==> config.mk <==
export PLATFORM = sky130hd
export DESIGN_NAME = uart_tx_frame
export DESIGN_NICKNAME = d
export VERILOG_FILES = /design/src/rtl/uart_pkg.sv /design/src/rtl/uart_tx_frame.sv
export SDC_FILE = /design/constraint.sdc
export NUM_CORES = 1
export LEC_CHECK = 0
export CAP_MARGIN = 20
export CORE_AREA = 2 2 51 53
export CTS_BUF_LIST = sky130_fd_sc_hd__clkbuf_2
export DETAILED_ROUTE_END_ITERATION = 8
export DIE_AREA = 0 0 53 55
export GPL_TIMING_DRIVEN = 0
export SLEW_MARGIN = 10
export SYNTH_ARGS = -nofsm -noshare
export SYNTH_HDL_FRONTEND = slang
export SYNTH_SLANG_ARGS = --single-unit
==> constraint.sdc <==
create_clock -name clk_9600hz -period 1.4 [get_ports clk_9600hz]
set_input_delay 0.14 -clock clk_9600hz [delete_from_list [all_inputs] [get_ports clk_9600hz]]
set_output_delay 0.14 -clock clk_9600hz [all_outputs]
set_load 0.03 [all_outputs]
==> src/rtl/uart_pkg.sv <==
// uart_pkg: shared types and helpers for the serial transmit path.
// Holds the frame sequencer state encoding, the parity mode codes and the
// parity helper used when a frame carries a parity bit.
package uart_pkg;

  // Frame sequencer states: idle line, data bits, optional parity, stop bits.
  typedef enum logic [1:0] {
    IDLE   = 2'd0,
    DATA   = 2'd1,
    PARITY = 2'd2,
    STOP   = 2'd3
  } uart_state_e;

  // Parity mode codes for the PARITY parameter.
  localparam int PAR_NONE = 0;
  localparam int PAR_EVEN = 1;
  localparam int PAR_ODD  = 2;

  // Widest data word a frame may carry; narrower words are zero-extended.
  localparam int MAX_DATA_W = 9;

  // Even-parity bit of a word: 1 when the word holds an odd number of ones,
  // so word plus parity bit always carries an even count of ones.
  function automatic logic parity_even(input logic [MAX_DATA_W-1:0] word);
    return ^word;
  endfunction

endpackage

==> src/rtl/uart_tx_frame.sv <==
// uart_tx_frame: parametrised asynchronous serial frame transmitter.
// One bit per clk_9600hz edge: start, DATA_W data bits (LSB or MSB first),
// optional parity, then STOP_BITS stop bits. The word is captured on the
// acceptance edge, so the upstream may change in_data mid-frame.
// Build macro UART_TX_HOLD_EN adds a one-entry holding register so a second
// word can be accepted while busy and frames run back-to-back.
module uart_tx_frame #(
  parameter int DATA_W    = 8,
  parameter int PARITY    = 0,
  parameter int STOP_BITS = 1,
  parameter int LSB_FIRST = 1
) (
  input  logic              clk_9600hz,
  input  logic              reset,
  input  logic [DATA_W-1:0] in_data,
  input  logic              in_valid,
  output logic              in_ready,
  output logic              tx,
  output logic              busy,
  output logic              frame_done
);
  import uart_pkg::*;

  localparam int CNT_W = $clog2(DATA_W + 1);
  localparam logic [CNT_W-1:0] CNT_ZERO  = {CNT_W{1'b0}};
  localparam logic [CNT_W-1:0] CNT_ONE   = {{(CNT_W-1){1'b0}}, 1'b1};
  localparam logic [CNT_W-1:0] LAST_DATA = CNT_W'(DATA_W - 1);
  localparam logic [CNT_W-1:0] STOP_CNT  = CNT_W'(STOP_BITS);

  // Reject parameter sets that cannot form a legal frame.
  generate
    if (DATA_W < 5 || DATA_W > 9 || PARITY < 0 || PARITY > 2 ||
        STOP_BITS < 1 || STOP_BITS > 2) begin : g_bad_params
      $error("uart_tx_frame: illegal DATA_W, PARITY or STOP_BITS");
    end
  endgenerate

  uart_state_e       state_r, state_s;
  logic [CNT_W-1:0]  cnt_r, cnt_s;
  logic [DATA_W-1:0] shift_r, shift_s;
  logic              tx_r, tx_s;
  logic              ready_r, ready_s;
  logic              busy_r, busy_s;
  logic              done_r, done_s;
  logic              accept_s;
  logic              next_bit_s;
  logic [DATA_W-1:0] rot_s;
  logic              par_bit_s;
`ifdef UART_TX_HOLD_EN
  logic [DATA_W-1:0] hold_r, hold_s;
  logic              hold_full_r, hold_full_s;
  logic              take_in_s;
`endif

  assign accept_s   = in_valid && ready_r;
  // The shift register rotates rather than shifts, so after DATA_W bits it
  // holds the captured word again (and parity is rotation-invariant anyway).
  assign next_bit_s = (LSB_FIRST != 0) ? shift_r[0] : shift_r[DATA_W-1];
  assign rot_s      = (LSB_FIRST != 0) ? {shift_r[0], shift_r[DATA_W-1:1]}
                                       : {shift_r[DATA_W-2:0], shift_r[DATA_W-1]};
  assign par_bit_s  = parity_even(MAX_DATA_W'(shift_r)) ^ (PARITY == PAR_ODD);

  // Next state, next line level and frame bookkeeping for every bit edge.
  always_comb begin
    state_s = state_r;
    cnt_s   = cnt_r;
    shift_s = shift_r;
    tx_s    = tx_r;
    done_s  = 1'b0;
`ifdef UART_TX_HOLD_EN
    hold_s      = hold_r;
    hold_full_s = hold_full_r;
    take_in_s   = 1'b0;
`endif
    case (state_r)
      IDLE: begin
        if (accept_s) begin
          shift_s = in_data;
          cnt_s   = CNT_ZERO;
          tx_s    = 1'b0;
          state_s = DATA;
`ifdef UART_TX_HOLD_EN
          take_in_s = 1'b1;
`endif
        end else begin
          tx_s = 1'b1;
        end
      end
      DATA: begin
        tx_s    = next_bit_s;
        shift_s = rot_s;
        if (cnt_r == LAST_DATA) begin
          cnt_s   = CNT_ZERO;
          state_s = (PARITY != PAR_NONE) ? uart_pkg::PARITY : STOP;
        end else begin
          cnt_s = cnt_r + CNT_ONE;
        end
      end
      uart_pkg::PARITY: begin
        tx_s    = par_bit_s;
        cnt_s   = CNT_ZERO;
        state_s = STOP;
      end
      STOP: begin
        if (cnt_r == STOP_CNT) begin
          done_s = 1'b1;
          cnt_s  = CNT_ZERO;
`ifdef UART_TX_HOLD_EN
          if (hold_full_r) begin
            shift_s     = hold_r;
            tx_s        = 1'b0;
            state_s     = DATA;
            hold_full_s = 1'b0;
          end else if (accept_s) begin
            shift_s   = in_data;
            tx_s      = 1'b0;
            state_s   = DATA;
            take_in_s = 1'b1;
          end else begin
            tx_s    = 1'b1;
            state_s = IDLE;
          end
`else
          tx_s    = 1'b1;
          state_s = IDLE;
`endif
        end else begin
          tx_s  = 1'b1;
          cnt_s = cnt_r + CNT_ONE;
        end
      end
      default: begin
        tx_s    = 1'b1;
        cnt_s   = CNT_ZERO;
        state_s = IDLE;
      end
    endcase
`ifdef UART_TX_HOLD_EN
    // A word accepted while a frame runs parks in the holding register.
    hold_s      = (accept_s && !take_in_s) ? in_data : hold_s;
    hold_full_s = hold_full_s | (accept_s && !take_in_s);
    ready_s     = !hold_full_s;
`else
    ready_s     = (state_s == IDLE);
`endif
    busy_s = (state_s != IDLE);
  end

  // Sequencer state and registered outputs; reset forces the line idle at once.
  always_ff @(posedge clk_9600hz or posedge reset) begin
    if (reset) begin
      state_r <= IDLE;
      cnt_r   <= CNT_ZERO;
      shift_r <= {DATA_W{1'b0}};
      tx_r    <= 1'b1;
      ready_r <= 1'b1;
      busy_r  <= 1'b0;
      done_r  <= 1'b0;
    end else begin
      state_r <= state_s;
      cnt_r   <= cnt_s;
      shift_r <= shift_s;
      tx_r    <= tx_s;
      ready_r <= ready_s;
      busy_r  <= busy_s;
      done_r  <= done_s;
    end
  end

`ifdef UART_TX_HOLD_EN
  // One-entry holding register for the next word; cleared by reset.
  always_ff @(posedge clk_9600hz or posedge reset) begin
    if (reset) begin
      hold_r      <= {DATA_W{1'b0}};
      hold_full_r <= 1'b0;
    end else begin
      hold_r      <= hold_s;
      hold_full_r <= hold_full_s;
    end
  end
`endif

  assign tx         = tx_r;
  assign in_ready   = ready_r;
  assign busy       = busy_r;
  assign frame_done = done_r;

endmodule
==> results of run 1 <==
-- per-stage QoR --
step	TNS, ns	instances	worst slack (ns)
after floorplan	0	92	0.0678
after global placement	-0.154	136	-0.0308
after detailed placement	-0.0481	136	-0.0204
after CTS	0	140	0.00852
after global routing	0	140	0.00187
final	0	140	0.0700
-- power breakdown --
group | total [W] | internal [W] | switching (W) | leakage [nW]
Sequential | 0.00100 | 0.000771 | 0.000231 | 0.214
Combinational | 0.00138 | 0.000700 | 0.000683 | 0.255
Clock | 0.000233 | 0.0000621 | 0.000171 | 0.0140
Total | 0.00262 | 0.00153 | 0.00108 | 0.483
-- registers in the layout, indices dropped and copies added (netlist names) --
name / count
busy: 1
cnt_r: 4
frame_done: 1
in_ready: 1
shift_r: 8
state_r: 2
tx: 1
-- layer usage --
metal  GRT usage, %  vias to the layer above  share of wire (%)
li1               -                      347                  -
met1           17.6                      313                 54
met2           19.6                       14                 40
met3           3.49                        5                3.6
met4           7.69                        0                2.3
met5              0                        -                  0
-- kinds of logic (layout without fill, tap and decap cells) --
logic type	count (synthesis)	after routing	synth area share [%]
compound gates	23	23	14.2
simple gates	26	26	13.8
buf+inv	8	26	4.37
fa+ha+maj	2	2	2.73
xor+xnor	7	7	6.69
flops	18	18	49.5
mux	8	8	8.74
-- layout by cell type (no fill, tap or decap) --
master	count
sky130_fd_sc_hd__mux2i_1	8
sky130_fd_sc_hd__xnor2_1	7
sky130_fd_sc_hd__a22oi_1	1
sky130_fd_sc_hd__clkdlybuf4s50_1	10
sky130_fd_sc_hd__nand2b_1	1
sky130_fd_sc_hd__a21oi_1	5
sky130_fd_sc_hd__nor3b_1	1
sky130_fd_sc_hd__ha_1	2
sky130_fd_sc_hd__clkbuf_2	4
sky130_fd_sc_hd__nor3_1	1
sky130_fd_sc_hd__or2_4	1
sky130_fd_sc_hd__buf_6	1
sky130_fd_sc_hd__o21ai_1	4
sky130_fd_sc_hd__dlygate4sd2_1	2
sky130_fd_sc_hd__and3b_1	1
sky130_fd_sc_hd__o22ai_1	1
sky130_fd_sc_hd__buf_2	2
sky130_fd_sc_hd__clkdlybuf4s15_2	1
sky130_fd_sc_hd__o21ai_0	8
sky130_fd_sc_hd__nor2b_1	2
sky130_fd_sc_hd__and2_1	1
sky130_fd_sc_hd__dfrtp_1	16
sky130_fd_sc_hd__a21o_1	1
sky130_fd_sc_hd__nor2_1	3
sky130_fd_sc_hd__nand2_1	12
sky130_fd_sc_hd__dfstp_2	2
sky130_fd_sc_hd__or2_2	1
sky130_fd_sc_hd__a22o_1	2
sky130_fd_sc_hd__nand3_1	1
sky130_fd_sc_hd__nor2b_2	1
sky130_fd_sc_hd__inv_1	5
sky130_fd_sc_hd__a31oi_1	1
sky130_fd_sc_hd__clkinv_1	1
-- layout make-up --
type | instances | area (um^2)
inverter | 5 | 18.8
multi-input combinational | 66 | 428
clock buffer | 3 | 15.0
timing repair buffer | 14 | 134
tap | 30 | 37.5
clock inverter | 1 | 3.75
buffer | 3 | 21.3
sequential | 18 | 453
fill | 239 | 1250
-- timing repair --
action	in CTS	in global routing
cloned	0	0
resized for setup	6	5
endpoints found under the setup margin	4	9
-- worst max-delay path by stage --
stage,start,slack [ns],to,cells after the start
after floorplan,in_ready$_DFF_PP1_,0.07,shift_r[3]$_DFFE_PP0P_,5
after CTS,tx$_DFF_PP1_,0.009,tx,1
after detailed placement,in_valid,-0.02,cnt_r[2]$_DFFE_PP0P_,4
after global placement,in_valid,-0.03,cnt_r[3]$_DFFE_PP0P_,4
after global routing,in_ready$_DFF_PP1_,0.002,in_ready,1
final,in_ready$_DFF_PP1_,0.07,in_ready,1
==> results summary, run 1 <==
The run finished with clean final reports. The utilization after layout came out at 47.0%. The clock skew is 0.00180 ns. The power density over the cells is 2360 nW/um^2.

The gate count after technology mapping is 92. The hold violation count in the final report came out at 0. The largest single stage delay on the critical path is 0.58 ns. The type of the setup path with the least slack is flop to primary output. After synthesis, flip-flops and latches occupy 49.5% of the total area.

At the end of the flow, the number of nets in the layout was 124. Ranked by total cell area, the synthesized netlist is headed by sky130_fd_sc_hd__dfrtp_1, sky130_fd_sc_hd__mux2i_1, sky130_fd_sc_hd__xnor2_1. In this run the worst path has a maximum fanout of 3. The total design power came out at 0.00262 W. The actual slew at the worst max-slew pin is 0.687 ns. Broken down by cell family, the worst path's largest delay share belongs to flip-flops. The total global-route track usage came out at 13.3%. The data required time at the worst endpoint came out at 1.26 ns. The count of input and output buffers came out at 14. The arrival time of data at the critical path endpoint is 1.19 ns. In this run the number of H-tree levels came out at 1. Sorting the synthesized cells by how often they occur yields sky130_fd_sc_hd__dfrtp_1, sky130_fd_sc_hd__nand2_1, sky130_fd_sc_hd__o21ai_0, sky130_fd_sc_hd__mux2i_1, sky130_fd_sc_hd__xnor2_1. The via count of the first global-routing pass is 632. The overflow left after global routing came out at 0. The netlist uses 27 different library cells.

Summed over all cells, the static leakage comes to 0.483 nW. The synthesized net count came out at 105. Of all cell types, the one taking the most synthesized area is sky130_fd_sc_hd__dfrtp_1. The tightest hold path in the finished design has a slack of 0.199 ns. The worst-case reg-to-reg path depth came out at 5. The classification of the worst-slack hold path is primary input to async pin. The CTS tree is yes. The pin count of the biggest net entering global routing came out at 19. The peak supply drop came out at 1.28 mV.

The floorplan die width came out at 53 um. The routability congestion estimate is 0.728. The flop and latch count out of synthesis came out at 18. The residual antenna-violating net count after detailed routing is 0. The number of DRC violations after detailed-routing iteration 0 came out at 15. The number of max-cap violations came out at 0. The number of buffers on the longest clock path is 2. The worst register-to-register path begins at cnt_r[0]$_DFFE_PP0P_. The cell area that synthesis handed to floorplanning was 916 um^2. The placeable core region is 2360 um^2. The placed cell area came out at 1090 um^2. The part of the cycle the worst path needs came out at 95.0%. Counting every sink on the clock net gives 18. The critical path goes through clkdlybuf4s15_2. The endpoint of the worst-slack reg-to-reg timing path is cnt_r[3]$_DFFE_PP0P_. The detailed-route vias per instance is 4.85. With fillers left out, the area of the finished cells amounts to 1110 um^2. The die boundary height is 55 um. The number of antenna violations at the first check in global routing came out at 0.

The count of vias placed by the detailed router came out at 679. The detailed-placement wirelength estimate came out at 1.18 mm. For this run, the leading register cell type out of synthesis is sky130_fd_sc_hd__dfrtp_1. The count of yosys warnings during synthesis came out at 0. The layout-stage area growth over the synthesis result is 21.3%.

The number of rows created at floorplan is 18. The fraction of final layout cells with drive strength greater than 1 came out at 11.8%. The first-pass GRT wire length is 2.70 mm. The register-to-register setup slack is 0.08 ns. The average cell area after synthesis came out at 9.96 um^2. For the worst-skew pair, the clock arrives at the later sink with an insertion delay of 0.31 ns. The portion of synthesized cell area occupied by the leading cell type is 43.7%. The worst-case headroom to the max-slew limit is 54.1%. The CTS root buffer is sky130_fd_sc_hd__clkbuf_2.

The maximum clock rate came out at 0.752 GHz. The post-CTS setup-driven buffer insertion count came out at 0. The minimum clock period is 1.33 ns. After synthesis, the share of flip-flops with an asynchronous set or reset is 100%. Summed over all layers, the routed wires come to 1.70 mm. Setup repair after global routing left no endpoint under its margin. The initial core utilization is 38.7%. The number of primary I/O pins came out at 15. The max-slew violation count is 0. The full die area is 2920 um^2.

In the post-synthesis netlist, the cell with the most instances is sky130_fd_sc_hd__dfrtp_1. The number of remaining DRC errors is 0. The count of final setup violators came out at 0.

The number of antenna diodes in the final layout is 0. The number of buffers added to fix hold violations after cts is 0. Clock-pin slew was measured on the worst setup and hold paths at 0.18 ns.

The per-cell routed wire length came out at 12.1 um. The worst setup path is captured at a primary output. The first detailed-routing pass ran for 4 iterations. The number of buffer and inverter instances along the worst setup path came out at 1. The worst setup path is launched from a flop. In this run, synthesis inferred 0 flip-flops with an integrated enable.

The number of buffers created by CTS came out at 3. For this design, the slowest cell found on the critical path is sky130_fd_sc_hd__dfstp_2.
Note: power is estimated with default switching activity, not from simulation.
==> run 2, diff against run 1 <==
CELL_PAD_IN_SITES_DETAIL_PLACEMENT = 1   (was not set)
CELL_PAD_IN_SITES_GLOBAL_PLACEMENT = 1   (was not set)
CORE_AREA = 2 2 46 59   (was 2 2 51 53)
DIE_AREA = 0 0 48 61   (was 0 0 53 55)
PLACE_DENSITY_LB_ADDON = 0.1   (was not set)
==> run 2 against run 1 <==
Design area up 1.1%. Utilization up 0.28 points. Register-to-register slack better by 0.02 ns. Hold slack better by 0.033 ns. Critical path type unchanged. Largest cell class unchanged.
==> results summary, run 2 (synthesis gave the netlist of run 1 again) <==
The first-pass GRT wire length is 3.24 mm. The switching power as a share of total power came out at 41.8%. The data required time at the worst endpoint came out at 1.26 ns. The arrival time of data at the critical path endpoint is 1.18 ns. The top cell types in the final layout, fill and taps aside, are sky130_fd_sc_hd__dfrtp_1, sky130_fd_sc_hd__nand2_1, sky130_fd_sc_hd__clkdlybuf4s50_1, sky130_fd_sc_hd__mux2i_1, sky130_fd_sc_hd__xnor2_1. The largest fanout on the critical path is 1. The CTS root buffer is sky130_fd_sc_hd__clkbuf_2. The final sum of negative setup slack came out at 0 ns. TritonCTS built the clock tree.

The count of vias placed by the detailed router is 702. After detailed routing, the average wire length per cell comes to 13.4 um. By startpoint and endpoint, the worst setup path is classified as flop to primary output. The detailed-route vias per instance came out at 4.94. The critical path goes through clkdlybuf4s15_1. The switching power summed over all nets came out at 0.00112 W.

The minimum clock period is 1.32 ns. The number of antenna violations at the first check in global routing is 0. The count of input and output buffers came out at 14. The overflow left after global routing came out at 0.

The number of H-tree levels is 1. The origin of the critical flop-to-flop path is cnt_r[0]$_DFFE_PP0P_. The placeable core region came out at 2380 um^2.

In this run the count of I/O pins placed on the die edge is 15. The maximum clock rate is 0.757 GHz. The initial core utilization came out at 38.5%.

The final wirelength came out at 1.90 mm. The pin count of the biggest net entering global routing is 19. The layout-stage area growth over the synthesis result is 22.7%. The register-to-register setup slack is 0.10 ns. The final layout net count came out at 124. The number of antenna diodes came out at 0. The count of final setup violators is 0.

The internal portion of the total power is 0.00156 W. At the pin with the least slew margin, the transition time is 0.692 ns. STA classifies the critical path startpoint as a flop. The fraction of final layout cells with drive strength greater than 1 came out at 15.6%. The residual antenna-violating net count after detailed routing came out at 0. The flow ran to the end, and the final reports show no timing, DRC or antenna violations. The worst setup path is captured at a primary output. Grouping stages by cell kind, the critical path spends the most delay in flip-flops. Measured along the x axis, the die boundary spans 48 um. The number of max-cap violations came out at 0. The worst register-to-register path ends at cnt_r[3]$_DFFE_PP0P_.

The wire-length estimate of the detail-placed layout is 1.45 mm. Setup slack closes at 0.0792 ns. The hold violation count in the final report came out at 0. The source-to-sink clock delay at the later pin of the worst-skew pair came out at 0.28 ns. The number of buffer and inverter instances along the worst setup path is 1. After clock tree synthesis, the clock-pin slew on the worst setup and hold paths is 0.16 ns. Buffers inserted during clock tree synthesis total 3.

The peak supply drop is 0.983 mV. The total global-route track usage came out at 16.0%. The max-slew violation count is 0. The register area came out at 455 um^2.

The part of the cycle the worst path needs came out at 94.3%. The routability congestion estimate came out at 0.689. The tightest min-delay check is of the primary input to async pin type. Among all stages on the critical path, the largest delay is contributed by sky130_fd_sc_hd__dfstp_2. The via count of the first global-routing pass is 738.

The clock share of power is 7.7%. The top register by number of flip-flops is shift_r. The total area of multi-input combinational cells came out at 437 um^2.

The worst-case reg-to-reg path depth is 5. The first detailed-routing pass ran for 2 iterations. The post-CTS setup-driven buffer insertion count came out at 0. The number of flip-flops in the largest register came out at 8. The static leakage came out at 0.479 nW. The number of filler instances in the final layout is 281. In this run, flip-flops and latches consume 37.6% of the power. The die boundary height is 61 um. The floorplan step defined a die boundary enclosing 2930 um^2. The number of buffers on the longest clock path is 2. The worst-case headroom to the max-slew limit came out at 53.8%.

Leaving out fill and tap cells, the most frequent cell in the layout is sky130_fd_sc_hd__dfrtp_1. The power density over the cells is 2390 nW/um^2. The critical path starts at tx$_DFF_PP1_. In the routed design, unresolved DRC markers number 0. The number of DRC violations after detailed-routing iteration 0 came out at 4.

The tree built by TritonCTS fans out to 18 sinks. The worst slack after detailed placement came out at -0.0631 ns. The number of rows created at floorplan is 20.

The delay of the slowest cell on the worst path is 0.55 ns. The largest registers in the layout are shift_r x8, cnt_r x4, state_r x2. The clock skew came out at 0.00586 ns. The relative contribution of combinational cells to total power came out at 54.7%.
## run 2: cell types whose count changed in the layout (fill, tap and decap cells not counted)
cell / delta
sky130_fd_sc_hd__o21ai_2: +1
sky130_fd_sc_hd__clkdlybuf4s15_1: +1
sky130_fd_sc_hd__ha_2: +2
sky130_fd_sc_hd__clkinv_1: -1
sky130_fd_sc_hd__clkbuf_4: +1
sky130_fd_sc_hd__buf_2: -1
sky130_fd_sc_hd__dfrtp_1: -2
sky130_fd_sc_hd__dfrtp_2: +2
sky130_fd_sc_hd__clkdlybuf4s15_2: -1
sky130_fd_sc_hd__ha_1: -2
sky130_fd_sc_hd__o21ai_1: +1
sky130_fd_sc_hd__o21ai_0: -2
## run 2: power by group through the flow
stage | clock network (W) | logic (W) | registers, W
5_1_grt | 0.000253 | 0.00166 | 0.00105
6_report | 0.000206 | 0.00147 | 0.00101
3_3_place_gp | 0 | 0.00141 | 0.00101
2_1_floorplan | 0 | 0.00107 | 0.00103
4_1_cts | 0.000226 | 0.00145 | 0.00100
3_5_place_dp | 0 | 0.00145 | 0.00102
## run 2: worst max-delay path by stage
| stage | end | slack [ns] | cells after the start |
|---|---|---|---|
| 2_1_floorplan | shift_r[3]$_DFFE_PP0P_ | 0.07 | 5 |
| 3_5_place_dp | cnt_r[2]$_DFFE_PP0P_ | -0.06 | 4 |
| 5_1_grt | cnt_r[0]$_DFFE_PP0P_ | -0.01 | 5 |
| 3_3_place_gp | cnt_r[3]$_DFFE_PP0P_ | -0.06 | 4 |
| 4_1_cts | in_ready | 0.0001 | 1 |
| 6_report | tx | 0.08 | 1 |
## run 2: cell type report
class / count / area share [%]
inverter: 5 / 1.67
sequential: 18 / 40.5
tap: 33 / 3.67
multi-input combinational: 66 / 38.9
buffer: 3 / 2.12
timing repair buffer: 14 / 11.8
clock buffer: 3 / 1.34
## run 2: repair_timing
action,CTS,global route
pin swaps,0,1
endpoints found under the setup margin,6,11
cloned,0,0
hold buffers,0,0
gates resized for setup,6,12
## run 2: metrics by stage
step / total power (W) / instance area (um^2) / util [%] / std cells / hold slack, ns
after floorplan: 0.00209 / 916 / - / 92 / 0.0771
after global placement: 0.00242 / 1100 / 46.2 / 139 / 0.508
after detailed placement: 0.00247 / 1100 / 46.2 / 139 / 0.520
after CTS: 0.00268 / 1110 / 46.7 / 142 / 0.251
after global routing: 0.00296 / 1120 / 47.3 / 142 / 0.241
final: 0.00268 / 1120 / 47.3 / 142 / 0.232
## run 2: routing by layer
metal	vias to the layer above	routed length, um	global-route usage (%)
met2	6	1040	28.6
met5	-	0	0
met1	345	795	17.9
met4	0	15	6.95
li1	349	-	-
met3	2	45	2.68
==> run 3, diff against run 2 <==
ABC_AREA = 1   (was not set)
CORE_AREA = 2 2 50 64   (was 2 2 46 59)
DIE_AREA = 0 0 52 66   (was 0 0 48 61)
==> run 3 against run 2 <==
Cell count is 39% higher. Clock skew about the same. Combinational power increased by 48%. Die area rose by 17%. Clock-buffer cell count is the same. Sequential share of layout area decreased by 5.7 points. Design area increased by 16%. Critical path type is now flop to flop. Critical endpoint is now shift_r[0]$_DFFE_PP0P_.
==> results summary, run 3 <==
The total area of multi-input combinational cells came out at 497 um^2. In this run, the clock network consumes 6.3% of the power. The number of remaining DRC errors came out at 0. The register with the most flip-flops in the layout has 8 of them. The adder-cell share of the synthesized area came out at 2.31%. The worst-case reg-to-reg path depth came out at 5. The portion of netlist area occupied by mux cells is 0%. The final sum of negative setup slack came out at 0 ns. The gate count after technology mapping came out at 142. Clock latency on the worst-skew pair, taken at its later pin, is 0.29 ns. The count of final setup violators came out at 0. The per-cell routed wire length is 12.2 um. The area growth from synthesis to layout is 20.1%. The library cell used most frequently in the layout, excluding fill and tap cells, is sky130_fd_sc_hd__nand2_1.

Counting flops per register, the top entry is shift_r. The clock skew came out at 0.00600 ns. The number of primary I/O pins is 15. The worst register-to-register path ends at shift_r[0]$_DFFE_PP0P_. The worst hold slack came out at 0.231 ns. For the pin with the worst max-slew slack, the measured transition is 0.714 ns. The via count of the first global-routing pass was 1017. Cells fill 45.9% of the core in the end. The sequential-to-total area share from yosys stat is 41.8%. The run finished with clean final reports. The worst path in the final design needs a cycle of 1.33 ns, including I/O delays and setup. The total clock sinks came out at 18. The setup check on the worst reg-to-reg path leaves a slack of 0.07 ns. Ranked by total cell area, the synthesized netlist is headed by sky130_fd_sc_hd__dfrtp_1, sky130_fd_sc_hd__nand2_1, sky130_fd_sc_hd__inv_1. The type of the setup path with the least slack is flop to flop. The flop and latch count out of synthesis is 18. The origin of the critical flop-to-flop path is in_ready$_DFF_PP1_. The largest fanout on the critical path is 10.

The number of rows created at floorplan came out at 22. In this run the tool buffered the top-level ports with 14 buffer cells. The number of filler instances in the final layout is 371. The share of the synthesized area in compound gates (AO/OA/AOI/OAI) is 14.0%.

Global routing consumed, over all layers together, 16.4% of the routing resources. In the finished design, the share of the clock period the worst path needs comes to 95.3%. The final layout net count is 176. The count of flip-flops with a built-in enable after synthesis is 0. The worst-case IR drop observed on VDD is 1.21 mV. The register area came out at 454 um^2.

The pin count of the biggest net entering global routing is 19. The placeable core region is 2840 um^2. Summed over all layers, the routed wires come to 2.40 mm. The detailed-placement wirelength estimate is 1.90 mm. The average cell area after synthesis came out at 7.64 um^2.

The number of antenna violations at the first check in global routing is 0. The number of buffers on the longest clock path is 2. Counting distinct cell types in the post-synthesis netlist gives 23.

After synthesis the cells add up to 1080 um^2. The arrival time of data at the critical path endpoint is 1.57 ns. The residual antenna-violating net count after detailed routing is 0. STA classifies the critical path endpoint as a flop. The path class of the tightest hold or removal check is primary input to async pin.

The design internal power came out at 0.00173 W. The clock-pin slew of the registers on the worst-case setup and hold paths came out at 0.17 ns. Once the floorplan was initialized, standard cells occupied 38.3% of the core. Based on the critical path, the design can be clocked at up to 0.750 GHz. The largest registers in the layout are shift_r x8, cnt_r x4, state_r x2.

The number of max-cap violations came out at 0. Dividing the detail-routed via count by the number of cells gives 4.88. The leading cell type by number of instances after synthesis is sky130_fd_sc_hd__nand2_1. The share of flip-flops with an asynchronous set or reset after synthesis came out at 100%. The number of placed cells counting well taps came out at 192. In this run the horizontal extent of the chip is 52 um. The kind of start point of the critical path is a flop. The post-synthesis simple-gate area fraction is 28.7%. TritonCTS built the clock tree.

The count of yosys warnings during synthesis is 0. The switching power summed over all nets came out at 0.00167 W. The top cell type by area accounts for 36.9% of the synthesized area. By area, the combinational part of the netlist is dominated by simple AND/OR/NAND/NOR gates. The number of antenna diodes is 0. The overflow left after global routing came out at 0.

The hold violation count in the final report came out at 0. Clock tree synthesis selected as its root buffer the cell sky130_fd_sc_hd__clkbuf_2. The full die area is 3430 um^2.

The worst-case headroom to the max-slew limit came out at 52.3%. The count of non-filler cells in the finished layout is 197. CTS built an H-tree with a depth of 1. The routed layout has 962 vias. The length of the first detailed-routing pass in iterations came out at 4. Dividing total power by cell area gives a power density of 2610 nW/um^2. The commonest cells after synthesis are sky130_fd_sc_hd__nand2_1, sky130_fd_sc_hd__inv_1, sky130_fd_sc_hd__dfrtp_1, sky130_fd_sc_hd__nor2_1, sky130_fd_sc_hd__o21ai_1.

In this run switching power makes up 49.0% of total power. The number of DRC violations after detailed-routing iteration 0 is 9. Counting the buffers created by CTS gives 3.

The largest area contributor in the synthesized netlist is sky130_fd_sc_hd__dfrtp_1. The number of buffers added to fix hold violations after cts is 0. The fraction of final layout cells with drive strength greater than 1 is 13.7%. Measured along the y axis, the die boundary spans 66 um. The xor/xnor share of the synthesized area is 0%. Summed over all cells, the static leakage comes to 0.669 nW. In the layout the commonest cells are sky130_fd_sc_hd__nand2_1, sky130_fd_sc_hd__inv_1, sky130_fd_sc_hd__dfrtp_1, sky130_fd_sc_hd__clkdlybuf4s50_1.

The placed cell area is 1270 um^2. The finished cells cover 1300 um^2. The congestion estimate from routability-driven global placement came to 0.709.

The relative contribution of combinational cells to total power came out at 64.1%. The data required time at the worst endpoint is 1.63 ns. Counting every net in the synthesized netlist gives 155. The first-pass GRT wire length came out at 4.22 mm. The max-slew violation count came out at 0. The most used flip-flop cell after synthesis is sky130_fd_sc_hd__dfrtp_1.

Registers are responsible for 29.6% of the overall power.
[run 3: changes by cell type after synthesis, sizes merged, moves of 3 or more]
cell	delta
nand2	+42
nor2	+6
xnor2	-7
mux2i	-8
nor2b	-3
o211ai	+7
nand4	+3
inv	+18
nand3	+5
[run 3: logic make-up (layout without fill, tap and decap cells)]
group	after synthesis	count (layout)
AO/OA/AOI/OAI	22	22
adder cells (fa/ha/maj)	2	2
buffers and inverters	28	47
flip-flops	18	18
AND/OR/NAND/NOR	72	72
[run 3: how the worst max path moves through the flow]
stage / from / to / depth (start not counted)
finish: in_ready$_DFF_PP1_ / shift_r[0]$_DFFE_PP0P_ / 5
global route: cnt_r[0]$_DFFE_PP0P_ / cnt_r[0]$_DFFE_PP0P_ / 6
CTS: in_ready$_DFF_PP1_ / in_ready / 1
detailed placement: in_valid / shift_r[0]$_DFFE_PP0P_ / 6
global placement: in_valid / shift_r[0]$_DFFE_PP0P_ / 6
floorplan: in_ready$_DFF_PP1_ / shift_r[7]$_DFFE_PP0P_ / 4
[run 3: power groups by stage]
stage	clock [W]	sequential, W	combinational (W)
floorplan	0	0.00107	0.00159
global placement	0	0.000998	0.00207
detailed placement	0	0.00102	0.00216
CTS	0.000233	0.00101	0.00213
global route	0.000252	0.00105	0.00252
finish	0.000215	0.00100	0.00218
[run 3: layout make-up]
class / count / area share, %
Inverter: 24 / 7.59
Sequential cell: 18 / 34.9
Multi-Input combinational cell: 96 / 38.1
Timing Repair Buffer: 16 / 11.3
Tap cell: 36 / 3.46
Buffer: 4 / 3.46
Clock buffer: 3 / 1.15
[run 3: critical path: stages, from the launching register on]
cell,delay (ns)
sky130_fd_sc_hd__dfstp_2,0.58
sky130_fd_sc_hd__nand2_1,0.14
sky130_fd_sc_hd__o21ai_4,0.21
sky130_fd_sc_hd__buf_6,0.16
sky130_fd_sc_hd__o211ai_1,0.10
sky130_fd_sc_hd__o21ai_1,0.08
[run 3: timing repair]
action / CTS / global route
cloned: 0 / 0
pin swaps: 0 / 3
buffers inserted: 0 / 2
resized for setup: 5 / 5
endpoints found under the setup margin: 4 / 7
[run 3: through the flow]
| step | setup slack [ns] | power (W) |
|---|---|---|
| 2_1_floorplan | 0.0753 | 0.00266 |
| 3_3_place_gp | -0.0205 | 0.00307 |
| 3_5_place_dp | -0.0405 | 0.00318 |
| 4_1_cts | 0.00234 | 0.00337 |
| 5_1_grt | -0.0179 | 0.00382 |
| 6_report | 0.0659 | 0.00340 |
[run 3: metal layers]
metal	wire [um]	vias up	part of all wire (%)	global-route usage (%)
li1	-	488	-	-
met1	951	464	40	17.5
met2	1380	6	58	32.3
met3	33	4	1.4	2.04
met4	27	0	1.1	4.93
met5	0	-	0	0
